`src/rtl/conv_window_scan_ctrl_pkg.sv`:
```
`default_nettype none
// ------------------------------------------------------------------
// conv_window_scan_ctrl_pkg : geometry, counter widths and scan states
// Revision: 1.0
// ------------------------------------------------------------------
package conv_window_scan_ctrl_pkg;

  // Width of a counter that holds 0..n-1; never collapses to zero bits.
  function automatic int width_of(input int n);
    return (n <= 1) ? 1 : $clog2(n);
  endfunction

  localparam int IMG_W = 32;
  localparam int IMG_H = 32;
  localparam int K     = 3;

  localparam int COLS  = IMG_W - K + 1;
  localparam int ROWS  = IMG_H - K + 1;

  localparam int CNT_W = width_of(K);
  localparam int COL_W = width_of(COLS);
  localparam int ROW_W = width_of(ROWS);

  typedef enum logic [1:0] {
    IDLE  = 2'd0,
    SCAN  = 2'd1,
    DRAIN = 2'd2
  } scan_state_t;

endpackage
`default_nettype wire

```
`src/rtl/conv_window_scan_ctrl_if.sv`:
```
`default_nettype none
// ------------------------------------------------------------------
// conv_window_scan_ctrl_if : control, address and column-tag bundle
// Revision: 1.0
// ------------------------------------------------------------------
interface conv_window_scan_ctrl_if;
  import conv_window_scan_ctrl_pkg::*;

  logic             start;
  logic             abort;
  logic             sink_stall;
  logic [CNT_W-1:0] cnt;
  logic [COL_W-1:0] col;
  logic [ROW_W-1:0] row;
  logic             busy;
  logic             pix_valid;
  logic             pix_first;
  logic             pix_last;
  logic [ROW_W-1:0] win_row;
  logic [COL_W-1:0] win_col;
  logic             done;

  modport master (
    output start, abort, sink_stall,
    input  cnt, col, row, busy, pix_valid, pix_first, pix_last,
           win_row, win_col, done
  );

  modport slave (
    input  start, abort, sink_stall,
    output cnt, col, row, busy, pix_valid, pix_first, pix_last,
           win_row, win_col, done
  );
endinterface
`default_nettype wire

```
`src/rtl/conv_window_scan_ctrl_window_counter.sv`:
```
`default_nettype none
// ------------------------------------------------------------------
// conv_window_scan_ctrl_window_counter : nested cnt/col/row stepper
// Revision: 1.0
// ------------------------------------------------------------------
module conv_window_scan_ctrl_window_counter
  import conv_window_scan_ctrl_pkg::*;
(
  input  logic             clk,
  input  logic             rst_n,
  input  logic             en,
  input  logic             clr,
  output logic [CNT_W-1:0] cnt,
  output logic [COL_W-1:0] col,
  output logic [ROW_W-1:0] row,
  output logic             last_tuple
);

  logic w_cnt_end;
  logic w_col_end;
  logic w_row_end;

  assign w_cnt_end  = (cnt == CNT_W'(K - 1));
  assign w_col_end  = (col == COL_W'(COLS - 1));
  assign w_row_end  = (row == ROW_W'(ROWS - 1));
  assign last_tuple = w_cnt_end && w_col_end && w_row_end;

  // The final step wraps every field, so a finished scan leaves 0,0,0 behind.
  always_ff @(posedge clk or negedge rst_n) begin
    if (!rst_n) begin
      cnt <= '0;
      col <= '0;
      row <= '0;
    end else if (clr) begin
      cnt <= '0;
      col <= '0;
      row <= '0;
    end else if (en) begin
      if (w_cnt_end) begin
        cnt <= '0;
        if (w_col_end) begin
          col <= '0;
          row <= w_row_end ? '0 : row + 1'b1;
        end else begin
          col <= col + 1'b1;
        end
      end else begin
        cnt <= cnt + 1'b1;
      end
    end
  end

endmodule
`default_nettype wire

```
`src/rtl/conv_window_scan_ctrl.sv`:
```
`default_nettype none
// ------------------------------------------------------------------
// conv_window_scan_ctrl : 3x3 window scan sequencer for the image store
// Revision: 1.0
// ------------------------------------------------------------------
module conv_window_scan_ctrl
  import conv_window_scan_ctrl_pkg::*;
(
  input  logic                   clk,
  input  logic                   rst_n,
  conv_window_scan_ctrl_if.slave bus
);

  scan_state_t      r_state;
  logic             r_pix_valid;
  logic             r_pix_first;
  logic             r_pix_last;
  logic [ROW_W-1:0] r_win_row;
  logic [COL_W-1:0] r_win_col;
  logic             r_done;

  logic             w_adv;
  logic             w_last_tuple;
  logic [CNT_W-1:0] w_cnt;
  logic [COL_W-1:0] w_col;
  logic [ROW_W-1:0] w_row;

  assign w_adv = (r_state == SCAN) && !bus.sink_stall && !bus.abort;

  conv_window_scan_ctrl_window_counter u_window_counter (
    .clk        (clk),
    .rst_n      (rst_n),
    .en         (w_adv),
    .clr        (bus.abort),
    .cnt        (w_cnt),
    .col        (w_col),
    .row        (w_row),
    .last_tuple (w_last_tuple)
  );

  assign bus.cnt       = w_cnt;
  assign bus.col       = w_col;
  assign bus.row       = w_row;
  assign bus.busy      = (r_state != IDLE);
  assign bus.pix_valid = r_pix_valid;
  assign bus.pix_first = r_pix_first;
  assign bus.pix_last  = r_pix_last;
  assign bus.win_row   = r_win_row;
  assign bus.win_col   = r_win_col;
  assign bus.done      = r_done;

  // Tags are captured on the issuing edge so they line up with the store's
  // one-cycle address-to-data latency.
  always_ff @(posedge clk or negedge rst_n) begin
    if (!rst_n) begin
      r_state     <= IDLE;
      r_pix_valid <= 1'b0;
      r_pix_first <= 1'b0;
      r_pix_last  <= 1'b0;
      r_win_row   <= '0;
      r_win_col   <= '0;
      r_done      <= 1'b0;
    end else if (bus.abort) begin
      r_state     <= IDLE;
      r_pix_valid <= 1'b0;
      r_pix_first <= 1'b0;
      r_pix_last  <= 1'b0;
      r_done      <= 1'b0;
    end else begin
      r_pix_valid <= 1'b0;
      r_pix_first <= 1'b0;
      r_pix_last  <= 1'b0;
      r_done      <= 1'b0;
      unique case (r_state)
        IDLE: begin
          if (bus.start) r_state <= SCAN;
        end
        SCAN: begin
          if (w_adv) begin
            r_pix_valid <= 1'b1;
            r_pix_first <= (w_cnt == '0);
            r_pix_last  <= (w_cnt == CNT_W'(K - 1));
            r_win_row   <= w_row;
            r_win_col   <= w_col;
            if (w_last_tuple) r_state <= DRAIN;
          end
        end
        DRAIN: begin
          r_state <= IDLE;
          r_done  <= 1'b1;
        end
        default: r_state <= IDLE;
      endcase
    end
  end

endmodule
`default_nettype wire

```
`src/flat_wrapper.sv`:
```
// flat-port wrapper written by rule: the top's interface ports become plain ports
module conv_window_scan_ctrl_flat import conv_window_scan_ctrl_pkg::*;
  (clk, rst_n, bus_start, bus_abort, bus_sink_stall, bus_cnt, bus_col, bus_row, bus_busy, bus_pix_valid, bus_pix_first, bus_pix_last, bus_win_row, bus_win_col, bus_done);
  conv_window_scan_ctrl_if bus_i ();
  input  logic clk;
  input  logic rst_n;
  input wire logic [$bits(bus_i.start)-1:0] bus_start;
  input wire logic [$bits(bus_i.abort)-1:0] bus_abort;
  input wire logic [$bits(bus_i.sink_stall)-1:0] bus_sink_stall;
  output wire logic [$bits(bus_i.cnt)-1:0] bus_cnt;
  output wire logic [$bits(bus_i.col)-1:0] bus_col;
  output wire logic [$bits(bus_i.row)-1:0] bus_row;
  output wire logic [$bits(bus_i.busy)-1:0] bus_busy;
  output wire logic [$bits(bus_i.pix_valid)-1:0] bus_pix_valid;
  output wire logic [$bits(bus_i.pix_first)-1:0] bus_pix_first;
  output wire logic [$bits(bus_i.pix_last)-1:0] bus_pix_last;
  output wire logic [$bits(bus_i.win_row)-1:0] bus_win_row;
  output wire logic [$bits(bus_i.win_col)-1:0] bus_win_col;
  output wire logic [$bits(bus_i.done)-1:0] bus_done;
  assign bus_i.start = bus_start;
  assign bus_i.abort = bus_abort;
  assign bus_i.sink_stall = bus_sink_stall;
  assign bus_cnt = bus_i.cnt;
  assign bus_col = bus_i.col;
  assign bus_row = bus_i.row;
  assign bus_busy = bus_i.busy;
  assign bus_pix_valid = bus_i.pix_valid;
  assign bus_pix_first = bus_i.pix_first;
  assign bus_pix_last = bus_i.pix_last;
  assign bus_win_row = bus_i.win_row;
  assign bus_win_col = bus_i.win_col;
  assign bus_done = bus_i.done;
  conv_window_scan_ctrl u_core (.clk(clk), .rst_n(rst_n), .bus(bus_i));
endmodule
```
`config.mk`:
```
export PLATFORM = sky130hd
export DESIGN_NAME = conv_window_scan_ctrl_flat
export DESIGN_NICKNAME = d
export VERILOG_FILES = /design/src/rtl/conv_window_scan_ctrl_pkg.sv /design/src/rtl/conv_window_scan_ctrl_if.sv /design/src/rtl/conv_window_scan_ctrl_window_counter.sv /design/src/rtl/conv_window_scan_ctrl.sv /design/src/flat_wrapper.sv
export SDC_FILE = /design/constraint.sdc
export NUM_CORES = 1
export LEC_CHECK = 0
export ABC_AREA = 0
export CAP_MARGIN = 30
export CORE_UTILIZATION = 48
export DETAILED_ROUTE_END_ITERATION = 12
export PLACE_DENSITY = 0.83
export SETUP_SLACK_MARGIN = 0.05
export SLEW_MARGIN = 30
export SYNTH_ARGS = -nofsm -noshare
export SYNTH_HDL_FRONTEND = slang
export SYNTH_SLANG_ARGS = --single-unit
```
`constraint.sdc`:
```
create_clock -name clk -period 2 [get_ports clk]
set_input_delay 0.4 -clock clk [delete_from_list [all_inputs] [get_ports clk]]
set_output_delay 0.4 -clock clk [all_outputs]
set_load 0.01 [all_outputs]
```
==> results of run 1 <==
cells in the final DEF (no fill, tap or decap), drive strengths merged, types with 2 or more instances in the layout:
cell	netlist	final
a31oi	2	2
a41oi	3	3
clkdlybuf4s50	0	30
nand4	5	5
buf	2	10
o31ai	2	2
nand2b	2	2
dfrtp	28	28
a21oi	7	7
a2111oi	2	2
inv	6	6
nor3b	5	5
mux2	10	10
ha	4	4
clkbuf	6	4
o21ai	4	4
nor3	8	8
or4	4	4
o2111ai	2	2
through the flow:
step	setup WS, ns	instances	total power [uW]	TNS, ns	instance area, sq um
after floorplan	0.409	117	615	0	1330
after detailed placement	-0.0551	179	658	-0.102	1710
after CTS	0.0642	184	941	0	1760
after global placement	0.00394	179	655	0	1710
after global routing	0.0524	184	971	0	1760
final	0.119	184	932	0	1760
registers in the layout, summed over array words and instances, names as in the netlist:
signal / count
u_core.bus.win_col: 5
u_core.bus.win_row: 5
u_core.u_window_counter.col: 5
u_core.u_window_counter.row: 5
u_core.r_state: 2
u_core.u_window_counter.cnt: 2
u_core.bus.done: 1
u_core.bus.pix_first: 1
u_core.bus.pix_last: 1
u_core.bus.pix_valid: 1
routing by layer:
metal	wire length, um	vias to the layer above
met3	145	2
met1	1340	522
met4	41	0
met2	1440	31
met5	0	-
li1	-	525
layout make-up:
| cell class | count | area share |
|---|---|---|
| tap | 30 | 0.0213 |
| inverter | 6 | 0.0128 |
| multi-input combinational | 75 | 0.327 |
| sequential | 28 | 0.398 |
| timing repair buffer | 41 | 0.220 |
| clock buffer | 4 | 0.0206 |
kinds of logic (layout without fill, tap and decap cells):
group,after synthesis,in the layout,share of synthesized area
fa+ha+maj,4,4,0.0375
mux,10,10,0.0844
compound gates,27,27,0.142
buf+inv,14,51,0.0431
flops,28,28,0.525
simple gates,34,34,0.168
power groups by stage:
stage | combinational (uW) | sequential [uW] | clock [uW]
CTS | 74.9 | 575 | 291
global placement | 69.4 | 586 | 0
global route | 81.7 | 576 | 313
floorplan | 27.2 | 587 | 0
finish | 74.1 | 575 | 283
detailed placement | 71.2 | 587 | 0
what timing repair did:
item | 4_1_cts | 5_1_grt
gates resized for setup | 0 | 1
hold endpoints to repair | 0 | 0
setup endpoints to repair | 1 | 1
setup buffers | 1 | 0
worst max-delay path by stage:
stage / start / endpoint / slack, ns / cells past startpoint
after floorplan: u_core.u_window_counter.col[0]$_DFFE_PN0P_ / u_core.u_window_counter.col[1]$_DFFE_PN0P_ / 0.41 / 5
after global placement: bus_sink_stall / u_core.u_window_counter.col[1]$_DFFE_PN0P_ / 0.004 / 4
after detailed placement: bus_sink_stall / u_core.u_window_counter.row[3]$_DFFE_PN0P_ / -0.06 / 5
after CTS: u_core.r_state[1]$_DFFE_PN0P_ / bus_busy / 0.06 / 2
after global routing: u_core.u_window_counter.row[3]$_DFFE_PN0P_ / bus_row[3] / 0.05 / 1
final: u_core.u_window_counter.row[3]$_DFFE_PN0P_ / bus_row[3] / 0.12 / 1
==> metrics.txt, run 1 <==
# TYPE chip_impl_metric gauge
chip_impl_info{name="status",value="complete, no violations"} 1
chip_impl_metric{name="net-switching-power",unit="uW"} 217
chip_impl_metric{name="asyncSetResetFlopFracSynth",unit=""} 1.00
chip_impl_metric{name="multi_input_gate_area",unit="sq um"} 576
chip_impl_info{name="synth.most_common_cell",value="sky130_fd_sc_hd__dfrtp_1"} 1
chip_impl_info{name="critPathCaptureType",value="output port"} 1
chip_impl_metric{name="die_area",unit="sq um"} 2990
chip_impl_metric{name="final_core_util",unit=""} 0.692
chip_impl_metric{name="detail_route.vias_per_cell",unit=""} 5.87
chip_impl_metric{name="p_int",unit="uW"} 715
chip_impl_metric{name="grt_start_max_net_pins",unit=""} 29
chip_impl_info{name="cp_slowest_cell",value="sky130_fd_sc_hd__clkdlybuf4s50_1"} 1
chip_impl_metric{name="register_bit_count_reported_by_yosys",unit=""} 28
chip_impl_metric{name="ff_latch_area",unit="sq um"} 701
chip_impl_info{name="worstHoldPathType",value="input port to async pin"} 1
chip_impl_info{name="worstReg2RegEnd",value="u_core.u_window_counter.row[3]$_DFFE_PN0P_"} 1
chip_impl_metric{name="clock_buffers_created_by_tritoncts",unit=""} 3
chip_impl_metric{name="netlist-cell-type-count",unit=""} 35
chip_impl_metric{name="clk_transition_reported_paths",unit="ns"} 0.15
chip_impl_metric{name="final_net_count",unit=""} 164
chip_impl_info{name="synth.area.top_cells",value="sky130_fd_sc_hd__dfrtp_1, sky130_fd_sc_hd__mux2_2, sky130_fd_sc_hd__ha_1"} 1
chip_impl_metric{name="grt_util_met2",unit=""} 0.365
chip_impl_info{name="synth.top_cells.by_count",value="sky130_fd_sc_hd__dfrtp_1, sky130_fd_sc_hd__mux2_2, sky130_fd_sc_hd__nor3_1"} 1
chip_impl_metric{name="synthDominantCellAreaShare",unit=""} 0.525
chip_impl_metric{name="filler_cell_count",unit=""} 201
chip_impl_metric{name="gp_congestion",unit=""} 0.850
chip_impl_metric{name="drive_gt1_frac",unit=""} 0.175
chip_impl_metric{name="min_period_over_period",unit=""} 0.940
chip_impl_metric{name="synth.yosys.warnings",unit=""} 0
chip_impl_metric{name="start_util",unit=""} 0.524
chip_impl_metric{name="drt_first_pass_iters",unit=""} 4
chip_impl_metric{name="comb_power_share",unit=""} 0.079
chip_impl_metric{name="finalWirelength",unit="mm"} 2.96
chip_impl_metric{name="timing.critical_path.required",unit="ns"} 1.60
chip_impl_metric{name="antenna_found_initial",unit=""} 0
chip_impl_info{name="critPathTopFamily",value="buffers and inverters"} 1
chip_impl_metric{name="syn_nets",unit=""} 126
chip_impl_metric{name="power_frac_seq",unit=""} 0.617
chip_impl_metric{name="power.share.switching",unit=""} 0.233
chip_impl_info{name="grt_setup_unrepaired",value="no"} 1
chip_impl_metric{name="grt_pass1_wl",unit="mm"} 4.78
chip_impl_metric{name="htree_levels",unit=""} 1
chip_impl_metric{name="max_cap_violations",unit=""} 0
chip_impl_metric{name="reg2reg_slack",unit="ns"} 0.32
chip_impl_info{name="synth-main-ff-cell",value="sky130_fd_sc_hd__dfrtp_1"} 1
chip_impl_info{name="cts_tree",value="done"} 1
chip_impl_info{name="path_class",value="flip-flop to output port"} 1
chip_impl_metric{name="fmax",unit="GHz"} 0.532
chip_impl_info{name="worstSetupStartpointType",value="flip-flop"} 1
chip_impl_metric{name="insertedDiodeCount",unit=""} 0
chip_impl_metric{name="finalSetupViolations",unit=""} 0
chip_impl_metric{name="critical_path_fanouts_max",unit=""} 9
chip_impl_metric{name="finalHoldViolations",unit=""} 0
chip_impl_metric{name="grt_overflow",unit=""} 0
chip_impl_metric{name="port_buffers",unit=""} 31
chip_impl_metric{name="reg2regPathDepth",unit=""} 4
chip_impl_metric{name="die_height",unit="um"} 54.7
chip_impl_metric{name="post_detailed_route_drc_marker_count",unit=""} 0
chip_impl_metric{name="cts_max_path_buffers",unit=""} 2
chip_impl_metric{name="final-max-slew-violation-count",unit=""} 0
chip_impl_metric{name="routed_wire_length_per_instance",unit="um"} 16.1
chip_impl_metric{name="cts.sink_count",unit=""} 28
chip_impl_metric{name="detailed_place_hpwl",unit="mm"} 2.01
chip_impl_metric{name="ctsHoldBuffers",unit=""} 0
chip_impl_metric{name="period_minus_slack",unit="ns"} 1.88
chip_impl_metric{name="slew_headroom",unit=""} 0.721
chip_impl_metric{name="die_width",unit="um"} 54.7
chip_impl_metric{name="avgSynthCellArea",unit="sq um"} 11.4
chip_impl_metric{name="power_frac_clock",unit=""} 0.304
chip_impl_metric{name="final_antenna_net_count",unit=""} 0
chip_impl_metric{name="syn-instance-count",unit=""} 117
chip_impl_metric{name="num_vias",unit=""} 1080
chip_impl_metric{name="post_synth_instance_area",unit="sq um"} 1330
chip_impl_metric{name="worst_ir_drop_vdd",unit="mV"} 0.563
chip_impl_info{name="synth_area_leader_cell",value="sky130_fd_sc_hd__dfrtp_1"} 1
chip_impl_info{name="ctsRootBufferMaster",value="sky130_fd_sc_hd__clkbuf_4"} 1
chip_impl_metric{name="max_slew.worst_pin.slew",unit="ns"} 0.408
chip_impl_metric{name="synth_edf_count",unit=""} 0
chip_impl_metric{name="max_stage_delay",unit="ns"} 0.60
chip_impl_metric{name="clk-insertion-delay-late",unit="ns"} 0.34
chip_impl_metric{name="area_delta_synth_final",unit="%"} 32.0
chip_impl_metric{name="critical_path.n_buffers_inverters",unit=""} 1
chip_impl_metric{name="hold_slack",unit="ns"} 0.405
chip_impl_info{name="gr-max-usage-layer",value="met2"} 1
chip_impl_metric{name="met3_usage",unit=""} 0.0444
chip_impl_metric{name="groute.usage.overall",unit=""} 0.227
chip_impl_metric{name="fin_worst_skew",unit="ns"} 0.0112
chip_impl_info{name="regToRegStartpoint",value="u_core.u_window_counter.cnt[0]$_DFFE_PN0P_"} 1
chip_impl_metric{name="grt_util_met1",unit=""} 0.297
chip_impl_metric{name="synth.yosys.seq_area_share",unit=""} 0.525
chip_impl_metric{name="power-per-cell-area",unit="nW/um^2"} 529
chip_impl_metric{name="critPathArrivalTime",unit="ns"} 1.48
chip_impl_metric{name="leakage",unit="uW"} 0.000747
chip_impl_info{name="crit_path_cell_trace",value="clkdlybuf4s50_1"} 1
chip_impl_metric{name="placementRows",unit=""} 18
chip_impl_metric{name="drt_iter0_markers",unit=""} 24
chip_impl_metric{name="ioPinCount",unit=""} 32
chip_impl_metric{name="first_global_vias",unit=""} 1028
chip_impl_metric{name="core_area",unit="sq um"} 2540
(Power assumes the default switching activity.)
==> run 2: changes to the inputs <==
Settings changed: CORE_ASPECT_RATIO set to 0.75, CORE_UTILIZATION 48 to 49, PLACE_DENSITY 0.83 to 0.79, SYNTH_HIERARCHICAL set to 1.
==> run 2 against run 1 <==
Against the previous run:
- global-route usage decreased by 1.7 points
- clock-buffer cell count fell by 1
- sequential power rose by 2%
- register-to-register slack got worse by 0.12 ns
- combinational power grew 5.3%
- non-clock buffer count decreased by 3
- power is 3.0% higher
- setup slack worse by 0.046 ns
- largest cell class unchanged
- largest power group unchanged
==> metrics.txt, run 2 <==
# TYPE chip_impl_metric gauge
chip_impl_info{name="status",value="complete, no violations"} 1
chip_impl_info{name="synth.area.top_cells",value="sky130_fd_sc_hd__dfrtp_1, sky130_fd_sc_hd__mux2_4, sky130_fd_sc_hd__ha_1"} 1
chip_impl_info{name="path_class",value="input port to flip-flop"} 1
chip_impl_metric{name="num_vias",unit=""} 1039
chip_impl_metric{name="leakage",unit="uW"} 0.000801
chip_impl_info{name="grt_setup_unrepaired",value="no"} 1
chip_impl_metric{name="post-cts-setup-buffer-count",unit=""} 0
chip_impl_metric{name="register_bit_count_reported_by_yosys",unit=""} 28
chip_impl_metric{name="placement.setup.worst_slack",unit="ns"} -0.134
chip_impl_metric{name="routed_wire_length_per_instance",unit="um"} 15.3
chip_impl_metric{name="timing.final.ws_setup",unit="ns"} 0.0732
chip_impl_info{name="most-common-layout-cells",value="sky130_fd_sc_hd__clkdlybuf4s50_1, sky130_fd_sc_hd__dfrtp_1, sky130_fd_sc_hd__a21oi_1"} 1
chip_impl_info{name="synth.most_common_cell",value="sky130_fd_sc_hd__dfrtp_1"} 1
chip_impl_metric{name="detail_route.vias_per_cell",unit=""} 5.65
chip_impl_info{name="ctsRootBufferMaster",value="sky130_fd_sc_hd__clkbuf_8"} 1
chip_impl_info{name="worstSetupStartpointType",value="input port"} 1
chip_impl_metric{name="htree_levels",unit=""} 1
chip_impl_metric{name="insertedDiodeCount",unit=""} 0
chip_impl_metric{name="syn_nets",unit=""} 119
chip_impl_info{name="cts_tree",value="done"} 1
chip_impl_metric{name="max_cap_violations",unit=""} 0
chip_impl_metric{name="grt_util_met1",unit=""} 0.261
chip_impl_metric{name="ctsHoldBuffers",unit=""} 0
chip_impl_metric{name="final_net_count",unit=""} 159
chip_impl_metric{name="finalHoldViolations",unit=""} 0
chip_impl_info{name="critPathCaptureType",value="flip-flop"} 1
chip_impl_metric{name="synth.yosys.warnings",unit=""} 6
chip_impl_info{name="worstHoldPathType",value="input port to async pin"} 1
chip_impl_metric{name="first_global_vias",unit=""} 1000
chip_impl_metric{name="synth_edf_count",unit=""} 0
chip_impl_metric{name="clock_buffers_created_by_tritoncts",unit=""} 3
chip_impl_metric{name="max_stage_delay",unit="ns"} 0.46
chip_impl_info{name="synth_area_leader_cell",value="sky130_fd_sc_hd__dfrtp_1"} 1
chip_impl_metric{name="core_area",unit="sq um"} 2640
chip_impl_metric{name="critical_path.n_buffers_inverters",unit=""} 2
chip_impl_info{name="synth.top_cells.by_count",value="sky130_fd_sc_hd__dfrtp_1, sky130_fd_sc_hd__a21oi_1, sky130_fd_sc_hd__mux2_4"} 1
chip_impl_metric{name="min_period_over_period",unit=""} 0.963
chip_impl_metric{name="setup_tns",unit="ns"} 0
chip_impl_metric{name="synthDominantCellAreaShare",unit=""} 0.510
chip_impl_metric{name="port_buffers",unit=""} 31
chip_impl_metric{name="hold_slack",unit="ns"} 0.499
chip_impl_metric{name="die_height",unit="um"} 47.8
chip_impl_metric{name="clk_transition_reported_paths",unit="ns"} 0.08
chip_impl_metric{name="ioPinCount",unit=""} 32
chip_impl_metric{name="fmax",unit="GHz"} 0.519
chip_impl_metric{name="met3_usage",unit=""} 0.0476
chip_impl_metric{name="grt_util_met2",unit=""} 0.353
chip_impl_metric{name="area_delta_synth_final",unit="%"} 30.6
chip_impl_info{name="gr-max-usage-layer",value="met2"} 1
chip_impl_metric{name="grt_pass1_wl",unit="mm"} 4.63
chip_impl_metric{name="slew_headroom",unit=""} 0.757
chip_impl_metric{name="grt_overflow",unit=""} 0
chip_impl_metric{name="clk-insertion-delay-late",unit="ns"} 0.27
chip_impl_metric{name="period_minus_slack",unit="ns"} 1.93
chip_impl_metric{name="drt_iter0_markers",unit=""} 27
chip_impl_metric{name="synth.yosys.seq_area_share",unit=""} 0.510
chip_impl_metric{name="avgSynthCellArea",unit="sq um"} 12.5
chip_impl_metric{name="post_synth_instance_area",unit="sq um"} 1370
chip_impl_metric{name="filler_cell_count",unit=""} 212
chip_impl_metric{name="final_antenna_net_count",unit=""} 0
chip_impl_metric{name="timing.critical_path.required",unit="ns"} 2.20
chip_impl_metric{name="final-max-slew-violation-count",unit=""} 0
chip_impl_info{name="crit_path_cell_trace",value="clkdlybuf4s50_1 -> nor4b_4 -> nand3b_1 -> buf_4 -> or3_2 -> a31oi_1"} 1
chip_impl_metric{name="asyncSetResetFlopFracSynth",unit=""} 1.00
chip_impl_metric{name="fin_worst_skew",unit="ns"} 0.00132
chip_impl_metric{name="finalWirelength",unit="mm"} 2.82
chip_impl_metric{name="cts_max_path_buffers",unit=""} 2
chip_impl_metric{name="finalSetupViolations",unit=""} 0
chip_impl_metric{name="netlist-cell-type-count",unit=""} 36
chip_impl_metric{name="critPathArrivalTime",unit="ns"} 2.12
chip_impl_info{name="synth-main-ff-cell",value="sky130_fd_sc_hd__dfrtp_1"} 1
chip_impl_metric{name="drt_first_pass_iters",unit=""} 4
chip_impl_metric{name="start_util",unit=""} 0.519
chip_impl_metric{name="critical_path_fanouts_max",unit=""} 13
chip_impl_metric{name="detailed_place_hpwl",unit="mm"} 1.94
chip_impl_metric{name="drive_gt1_frac",unit=""} 0.203
chip_impl_metric{name="antenna_found_initial",unit=""} 0
chip_impl_metric{name="cts.sink_count",unit=""} 28
chip_impl_metric{name="worst_ir_drop_vdd",unit="mV"} 0.528
chip_impl_metric{name="power-per-cell-area",unit="nW/um^2"} 535
chip_impl_info{name="cp_slowest_cell",value="sky130_fd_sc_hd__clkdlybuf4s50_1"} 1
chip_impl_metric{name="gp_congestion",unit=""} 0.863
chip_impl_info{name="critPathTopFamily",value="simple AND/OR/NAND/NOR gates"} 1
chip_impl_metric{name="groute.usage.overall",unit=""} 0.210
chip_impl_metric{name="syn-instance-count",unit=""} 110
chip_impl_metric{name="placementRows",unit=""} 16
chip_impl_metric{name="die_width",unit="um"} 63.1
chip_impl_metric{name="die_area",unit="sq um"} 3020
chip_impl_metric{name="post_detailed_route_drc_marker_count",unit=""} 0
chip_impl_metric{name="reg2reg_slack",unit="ns"} 0.20
chip_impl_info{name="mostFrequentLayoutCell",value="sky130_fd_sc_hd__clkdlybuf4s50_1"} 1
chip_impl_metric{name="grt_start_max_net_pins",unit=""} 29
chip_impl_metric{name="max_slew.worst_pin.slew",unit="ns"} 0.360
run 2: changes by cell type after synthesis, moves of 4 or more:
cell,previous run,this run
sky130_fd_sc_hd__nor3_1,8,2
sky130_fd_sc_hd__mux2_4,0,6
sky130_fd_sc_hd__and3b_1,0,4
sky130_fd_sc_hd__clkbuf_1,6,0
sky130_fd_sc_hd__mux2_2,10,4
run 2: power breakdown:
part / internal, uW / switching (uW)
clock network: 135 / 161
logic: 40.9 / 37.1
registers: 574 / 11.5
total: 750 / 209
run 2: worst paths after layout:
kind	start	to	depth (start not counted)
max	bus_sink_stall	u_core/u_window_counter/col[3]$_DFFE_PN0P_	6
min	rst_n	u_core/bus.win_row[4]$_DFFE_PN0P_	2
max reg2reg	u_core/r_state[1]$_DFFE_PN0P_	u_core/u_window_counter/col[3]$_DFFE_PN0P_	5
min reg2reg	u_core/bus.win_row[3]$_DFFE_PN0P_	u_core/bus.win_row[3]$_DFFE_PN0P_	1
max in group asynchronous	rst_n	u_core/r_state[1]$_DFFE_PN0P_	2
min in group clk	u_core/bus.win_row[3]$_DFFE_PN0P_	u_core/bus.win_row[3]$_DFFE_PN0P_	1
run 2: area by class of cell:
class	count	area, sq um	share of cell area
clock buffer	3	41.3	0.0230
inverter	5	18.8	0.0105
multi-input combinational	74	617	0.344
sequential	28	702	0.391
tap	36	45.0	0.0251
timing repair buffer	38	369	0.206
run 2: layer usage:
metal | share of wire | wire length [um]
met1 | 0.47 | 1340
met2 | 0.46 | 1300
met3 | 0.045 | 127
met4 | 0.020 | 56
met5 | 0 | 0
run 2: through the flow:
step	power [uW]	cells	area, sq um	utilization
after global routing	997	184	1790	0.679
after detailed placement	676	181	1740	0.660
after floorplan	627	110	1370	-
after global placement	673	181	1740	0.660
final	960	184	1790	0.679
after CTS	971	184	1790	0.676
run 2: cell families (layout without fill, tap and decap cells):
group | count (synthesis) | after routing | synth area share
AND/OR/NAND/NOR | 39 | 39 | 0.211
adder cells (fa/ha/maj) | 4 | 4 | 0.0365
flip-flops | 28 | 28 | 0.510
multiplexers | 10 | 10 | 0.0985
AO/OA/AOI/OAI | 21 | 21 | 0.103
buffers and inverters | 8 | 46 | 0.0401
run 2: what timing repair did:
item | 4_1_cts | 5_1_grt
endpoints found under the setup margin | 0 | 2
endpoints found under the hold margin | 0 | 0
gates resized for setup | 0 | 3
==> run 3: changes to the inputs <==
Settings changed: CTS_BUF_LIST set to sky130_fd_sc_hd__clkbuf_4 sky130_fd_sc_hd__clkbuf_8 sky130_fd_sc_hd__clkbuf_16.
==> results of run 3 <==
The final DEF is identical to that of run 2; final timing and power are the same.
